===== config.mk =====
export PLATFORM = sky130hd
export DESIGN_NAME = mem_bus_arbiter
export DESIGN_NICKNAME = d
export VERILOG_FILES = /design/src/rtl/mem_bus_pkg.sv /design/src/rtl/rr_arbiter2.sv /design/src/rtl/mem_bus_arbiter.sv
export SDC_FILE = /design/constraint.sdc
export NUM_CORES = 1
export LEC_CHECK = 0
export ABC_AREA = 1
export CAP_MARGIN = 15
export CORE_ASPECT_RATIO = 2
export CORE_MARGIN = 5
export CORE_UTILIZATION = 29
export DETAILED_ROUTE_END_ITERATION = 10
export HOLD_SLACK_MARGIN = 0.06
export PLACE_DENSITY = 0.78
export SLEW_MARGIN = 20
export SYNTH_ARGS = -nofsm -noshare
export SYNTH_HDL_FRONTEND = slang
export SYNTH_SLANG_ARGS = --single-unit

===== constraint.sdc =====
create_clock -name clk -period 1.5 [get_ports clk]
set_clock_uncertainty 0.1 [all_clocks]
set_input_delay 0.15 -clock clk [delete_from_list [all_inputs] [get_ports clk]]
set_output_delay 0.15 -clock clk [all_outputs]
set_load 0.05 [all_outputs]

===== src/rtl/mem_bus_pkg.sv =====
// Shared definitions for the two-client memory line-bus arbiter: command
// encodings, FSM state type and default geometry.
package mem_bus_pkg;

    localparam int DEF_LINE_SIZE      = 16;
    localparam int DEF_ADDR_W         = 14;
    localparam int DEF_DATA_W         = 16;
    localparam int DEF_TIMEOUT_CYCLES = 255;

    localparam logic [1:0] CMD_NOP   = 2'd0;
    localparam logic [1:0] CMD_RESP  = 2'd1;
    localparam logic [1:0] CMD_READ  = 2'd2;
    localparam logic [1:0] CMD_WRITE = 2'd3;

    typedef enum logic [2:0] {
        IDLE,
        CMD,
        WDATA,
        WAIT_RESP,
        DONE
    } state_e;

    // Only READ and WRITE start a burst; the RESP code is never a request.
    function automatic logic is_legal_cmd(input logic [1:0] cmd);
        return (cmd != CMD_NOP) && (cmd != CMD_RESP);
    endfunction

endpackage


===== src/rtl/rr_arbiter2.sv =====
// Two-input round-robin picker. On a tie the client not granted last wins;
// the last-grant register moves only on the update pulse.
module rr_arbiter2 (
    input  logic       clk,
    input  logic       reset,
    input  logic [1:0] req,
    input  logic       update,
    input  logic       update_idx,
    output logic       pick_valid,
    output logic       pick_idx
);

    logic last_q;

    // Reset value 1 makes client 0 the first tie winner.
    always_ff @(posedge clk or posedge reset) begin
        if (reset) begin
            last_q <= 1'b1;
        end else if (update) begin
            last_q <= update_idx;
        end
    end

    always_comb begin
        pick_valid = |req;
        pick_idx   = 1'b0;
        if (req == 2'b11) begin
            pick_idx = ~last_q;
        end else if (req[1]) begin
            pick_idx = 1'b1;
        end
    end

endmodule


===== src/rtl/mem_bus_arbiter.sv =====
// Round-robin owner of the memory line bus for the I-cache and D-cache.
// Define ARB_TIMEOUT_EN to add the WAIT_RESP response watchdog and mN_err.
module mem_bus_arbiter
    import mem_bus_pkg::*;
#(
    parameter int CACHE_LINE_SIZE = DEF_LINE_SIZE,
    parameter int ADDR_W          = DEF_ADDR_W,
    parameter int DATA_W          = DEF_DATA_W,
    parameter int TIMEOUT_CYCLES  = DEF_TIMEOUT_CYCLES
) (
    input  logic              clk,
    input  logic              reset,
    input  logic [1:0]        m0_cmd,
    input  logic [ADDR_W-1:0] m0_addr,
    input  logic [DATA_W-1:0] m0_wdata,
    output logic              m0_grant,
    output logic              m0_beat,
    output logic [DATA_W-1:0] m0_rdata,
    output logic              m0_done,
    output logic              m0_err,
    input  logic [1:0]        m1_cmd,
    input  logic [ADDR_W-1:0] m1_addr,
    input  logic [DATA_W-1:0] m1_wdata,
    output logic              m1_grant,
    output logic              m1_beat,
    output logic [DATA_W-1:0] m1_rdata,
    output logic              m1_done,
    output logic              m1_err,
    output logic [1:0]        mem_cmd,
    output logic [ADDR_W-1:0] mem_addr,
    output logic [DATA_W-1:0] mem_wdata,
    input  logic [DATA_W-1:0] mem_rdata,
    input  logic              mem_resp
);

    localparam int BEATS = CACHE_LINE_SIZE / 2;
    localparam int CNT_W = (BEATS > 1) ? $clog2(BEATS) : 1;
    localparam logic [CNT_W-1:0] LAST_BEAT = CNT_W'(BEATS - 1);

    state_e            state_q, state_d;
    logic              owner_q, owner_d;
    logic [1:0]        cmd_q, cmd_d;
    logic [ADDR_W-1:0] addr_q, addr_d;
    logic [CNT_W-1:0]  beat_q, beat_d;

    logic [1:0] req;
    logic       pick_valid;
    logic       pick_idx;
    logic       timeout_hit;
    logic       err_flag;

    assign req = {is_legal_cmd(m1_cmd), is_legal_cmd(m0_cmd)};

    rr_arbiter2 u_rr (
        .clk        (clk),
        .reset      (reset),
        .req        (req),
        .update     (state_q == DONE),
        .update_idx (owner_q),
        .pick_valid (pick_valid),
        .pick_idx   (pick_idx)
    );

`ifdef ARB_TIMEOUT_EN
    localparam int TO_W = $clog2(TIMEOUT_CYCLES + 1);
    localparam logic [TO_W-1:0] TO_LAST = TO_W'(TIMEOUT_CYCLES - 1);

    logic [TO_W-1:0] to_cnt_q;
    logic            err_q;

    assign timeout_hit = (state_q == WAIT_RESP) && !mem_resp && (to_cnt_q == TO_LAST);

    // err_q carries the expiry from the last WAIT_RESP cycle into DONE.
    always_ff @(posedge clk or posedge reset) begin
        if (reset) begin
            to_cnt_q <= '0;
            err_q    <= 1'b0;
        end else begin
            err_q <= timeout_hit;
            if ((state_q != WAIT_RESP) || mem_resp) begin
                to_cnt_q <= '0;
            end else begin
                to_cnt_q <= to_cnt_q + TO_W'(1);
            end
        end
    end

    assign err_flag = err_q;
`else
    assign timeout_hit = 1'b0;
    assign err_flag    = 1'b0;
`endif

    always_ff @(posedge clk or posedge reset) begin
        if (reset) begin
            state_q <= IDLE;
            owner_q <= 1'b0;
            cmd_q   <= CMD_NOP;
            addr_q  <= '0;
            beat_q  <= '0;
        end else begin
            state_q <= state_d;
            owner_q <= owner_d;
            cmd_q   <= cmd_d;
            addr_q  <= addr_d;
            beat_q  <= beat_d;
        end
    end

    always_comb begin
        state_d = state_q;
        owner_d = owner_q;
        cmd_d   = cmd_q;
        addr_d  = addr_q;
        beat_d  = beat_q;
        case (state_q)
            IDLE: begin
                if (pick_valid) begin
                    owner_d = pick_idx;
                    cmd_d   = pick_idx ? m1_cmd : m0_cmd;
                    addr_d  = pick_idx ? m1_addr : m0_addr;
                    state_d = CMD;
                end
            end
            CMD: begin
                beat_d  = '0;
                state_d = (cmd_q == CMD_WRITE) ? WDATA : WAIT_RESP;
            end
            WDATA: begin
                beat_d = beat_q + CNT_W'(1);
                if (beat_q == LAST_BEAT) begin
                    beat_d  = '0;
                    state_d = WAIT_RESP;
                end
            end
            WAIT_RESP: begin
                // A write needs only the single ack; a read counts data beats.
                if (mem_resp) begin
                    if (cmd_q == CMD_WRITE) begin
                        state_d = DONE;
                    end else begin
                        beat_d = beat_q + CNT_W'(1);
                        if (beat_q == LAST_BEAT) begin
                            state_d = DONE;
                        end
                    end
                end else if (timeout_hit) begin
                    state_d = DONE;
                end
            end
            DONE:    state_d = IDLE;
            default: state_d = IDLE;
        endcase
    end

    logic busy;
    logic beat_any;
    logic done_any;
    logic read_phase;

    always_comb begin
        busy       = (state_q != IDLE);
        read_phase = (state_q == WAIT_RESP) && (cmd_q == CMD_READ);
        beat_any   = (state_q == WDATA) || (read_phase && mem_resp);
        done_any   = (state_q == DONE);

        m0_grant = busy & ~owner_q;
        m1_grant = busy & owner_q;
        m0_beat  = beat_any & ~owner_q;
        m1_beat  = beat_any & owner_q;
        m0_done  = done_any & ~owner_q;
        m1_done  = done_any & owner_q;
        m0_err   = done_any & err_flag & ~owner_q;
        m1_err   = done_any & err_flag & owner_q;

        m0_rdata = '0;
        m1_rdata = '0;
        if (read_phase) begin
            if (owner_q) m1_rdata = mem_rdata;
            else         m0_rdata = mem_rdata;
        end

        mem_cmd   = ((state_q == CMD) || (state_q == WDATA)) ? cmd_q : CMD_NOP;
        mem_addr  = addr_q;
        mem_wdata = '0;
        if (state_q == WDATA) begin
            mem_wdata = owner_q ? m1_wdata : m0_wdata;
        end
    end

endmodule


==> metrics.txt <==
internal power component=5.82 mW; final design utilization=0.910; area growth from synthesis to final layout=206%; worst reg2reg path depth=9; register bit total from synthesis=24; total power density per cell area=2250 nW/um^2; worst-case setup margin in the final layout=-0.555 ns; drt total wl=13,100 microns; total net switching power=6.37 mW; clock buffer count from CTS=3; sequential-to-total area share from yosys stat=0.340; fraction of synthesized cell area taken by the top area cell type=0.325; failing checks=negative setup slack; fraction of registers with async set or reset after synthesis=1.00; overall die height=120 microns; share of layout cells above drive strength 1=0.521; element type at the critical path end=output pin; clock tree from TritonCTS=yes; DP Wirelength=7120 microns; average instance area after synthesis=6.34 sq um; antenna violations before repair=0; RSZ-0062 raised after global routing=yes; length of the first detailed-routing pass in iterations=5; leading post-synthesis cells by cell area=dfrtp_1 (33%), nand2_1 (15%), nor2_1 (12%), o21ai_0 (9.3%), inv_1 (7.0%); maximum buffer depth of the clock tree=2; Slew Limit Fails=0; residual DRC count=0; logic gate share of total power=0.826; cells along the critical path=nand2_2 > nor2_4 > buf_6 > nand4_1 > a21oi_2 > buf_12; portion of the clock cycle consumed by the worst path in the final layout=1.37; Initial Util=0.297; commonest cells in the synthesized netlist=nand2_1 (70), nor2_1 (58), inv_1 (33), o21ai_0 (33), dfrtp_1 (23); Antenna Violating Nets Remaining=0; Reg2Reg Launch Point=state_q[2]; post-layout total power=12.2 mW; Iteration-0 DRC Markers=156; maximum operating frequency=487 MHz; clk root buf=clkbuf_16; number of hold-repair buffers added at the cts stage=0; final hold slack=0.143 ns; part of the total power dissipated in sequential elements=0.118; insertion delay to the later sink of the worst-skew pair=0.27 ns; most area-hungry cell type in the Yosys netlist=dfrtp_1; Largest stage delay, worst path=0.39 ns; first-pass GRT wire length=15,800 microns; post-DR wirelength/cell=24.4 microns; area of the core=5960 sq um; result of the run=finished, violations left; clk slew on worst S/H paths=0.07 ns; critical setup path kind=flip-flop to output pin; global routing usage summed across all routing layers=0.265; post-layout net count=558; setup violation total in the final timing report=75; total I/O pin count=155; final-report hold violation count=0; netlist area before placement=1770 sq um; number of buffer cells added on primary ports=152; time the worst path needs with I/O delays and setup=2.05 ns; required time of the critical path=1.25 ns; worst-case vdd ir drop=1.79 mV; worst setup path start=state_q[0]; # clock sinks=24; Via Count=2,968; number of fill cells=222; static leakage power=2.27 nW; cell with the largest stage delay on the worst path=dfrtp_1; number of global-route vias before repair=3,020; largest fanout on the critical path=3; sort of element at the start of the critical path=flip-flop; DIE WIDTH=65.2 microns; synth unique cells=26; most frequent cell after synthesis=nand2_1; fraction of power consumed by the clock network=0.056; per-cell via count in the routed design=5.55; arrival time worst endpoint=1.80 ns; number of enable flip-flop cells after synthesis=0; ANT cells=0; max-cap violation count=0; area of the die=7860 sq um; weighted congestion reported at the end of routability-driven placement=0.877; final global-route overflow total=0; floorplan row count=40; dominant synthesized flop cell=dfrtp_1; number of synthesis warnings=0; switching part of the total=0.523; total number of H-tree levels=1; maximum number of pins on one net before global-route repair=25; number of instances in the synthesized netlist=279; worst hold path class=primary input to async pin
==> kinds of logic after synthesis <==
family,count (synthesis),share of synthesized area
DFF,24,0.340
and+or+nand+nor,148,0.359
other,1,0.00212
AOI/OAI and AO/OA,57,0.163
buffers and inverters,47,0.121
adders and majority gates,2,0.0141
==> what timing repair did <==
item,in CTS,in global routing
setup buffers,15,10
endpoints found under the setup margin,74,78
gates resized for setup,70,75
pin swaps,8,15
cloned,2,3
hold endpoints to repair,0,0
==> stage by stage <==
stage | instance area, sq um | instances | setup slack [ns] | setup TNS (ns)
after CTS | 5030 | 527 | -0.333 | -18.24
after detailed placement | 4630 | 506 | -0.104 | -2.56
after global placement | 4630 | 506 | -0.0493 | -0.380
after floorplan | 2210 | 280 | -0.160 | -6.06
final | 5420 | 535 | -0.555 | -26.43
after global routing | 5420 | 535 | -0.643 | -30.01
==> layer usage <==
| metal | vias to the layer above | track usage | share of wire |
|---|---|---|---|
| li1 | 1252 | - | - |
| met4 | 0 | 0.147 | 0.063 |
| met2 | 252 | 0.517 | 0.56 |
| met1 | 1397 | 0.240 | 0.29 |
| met3 | 67 | 0.0520 | 0.087 |
| met5 | - | 0 | 0 |
==> power groups by stage <==
stage | logic (mW) | clock network, mW | registers, mW
global route | 10.3 | 0.708 | 1.48
detailed placement | 7.80 | 0 | 1.28
CTS | 8.71 | 0.656 | 1.30
global placement | 7.65 | 0 | 1.27
floorplan | 3.64 | 0 | 1.82
finish | 10.1 | 0.679 | 1.44
==> worst max-delay path: cells and delay by family (launching register included) <==
kind / cells / cell delay [ns]
flip-flops: 1 / 0.39
AND/OR/NAND/NOR: 3 / 0.55
AO/OA/AOI/OAI: 1 / 0.31
buffers and inverters: 2 / 0.28
==> state kept, by name, indices dropped and copies added, names as in the netlist <==
signal / count
mem_addr: 14
beat_q: 3
state_q: 3
cmd_q: 2
owner_q: 1
u_rr.last_q: 1
==> cell type report <==
cell class                      count  area [sq um]  share of cell area
Inverter                           33           159              0.0293
Sequential cell                    24           604               0.112
Multi-Input combinational cell    209          1700               0.314
Clock buffer                        4          88.8              0.0164
Timing Repair Buffer              202          2790               0.515
Tap cell                           63          78.8              0.0145
==> final timing paths <==
path	endpoint	slack, ns
max in group asynchronous	u_rr.last_q	0.86
setup / recovery	m0_beat	-0.55
min in group clk	mem_addr[7]	0.40
hold / removal	mem_addr[13]	0.14
setup reg to reg	mem_addr[13]	-0.27
hold reg to reg	beat_q[2]	0.44
==> layout by cell type (no fill, tap or decap), types with 2 or more instances in the layout <==
| cell | instances |
|---|---|
| nand2_4 | 19 |
| nand2_1 | 47 |
| buf_4 | 27 |
| ha_1 | 2 |
| conb_1 | 2 |
| nor2_1 | 19 |
| buf_6 | 13 |
| nor2_4 | 43 |
| o21ai_1 | 11 |
| dfrtp_2 | 2 |
| nor2_2 | 2 |
| o21ai_0 | 8 |
| o21ai_2 | 15 |
| nand2_2 | 9 |
| buf_12 | 75 |
| nand3_1 | 4 |
| clkbuf_16 | 6 |
| a21oi_4 | 18 |
| nand3_4 | 3 |
| dfrtp_1 | 21 |
| clkdlybuf4s50_1 | 82 |
| clkinvlp_4 | 2 |
| inv_1 | 26 |
Note: power is estimated with default switching activity, not from simulation.
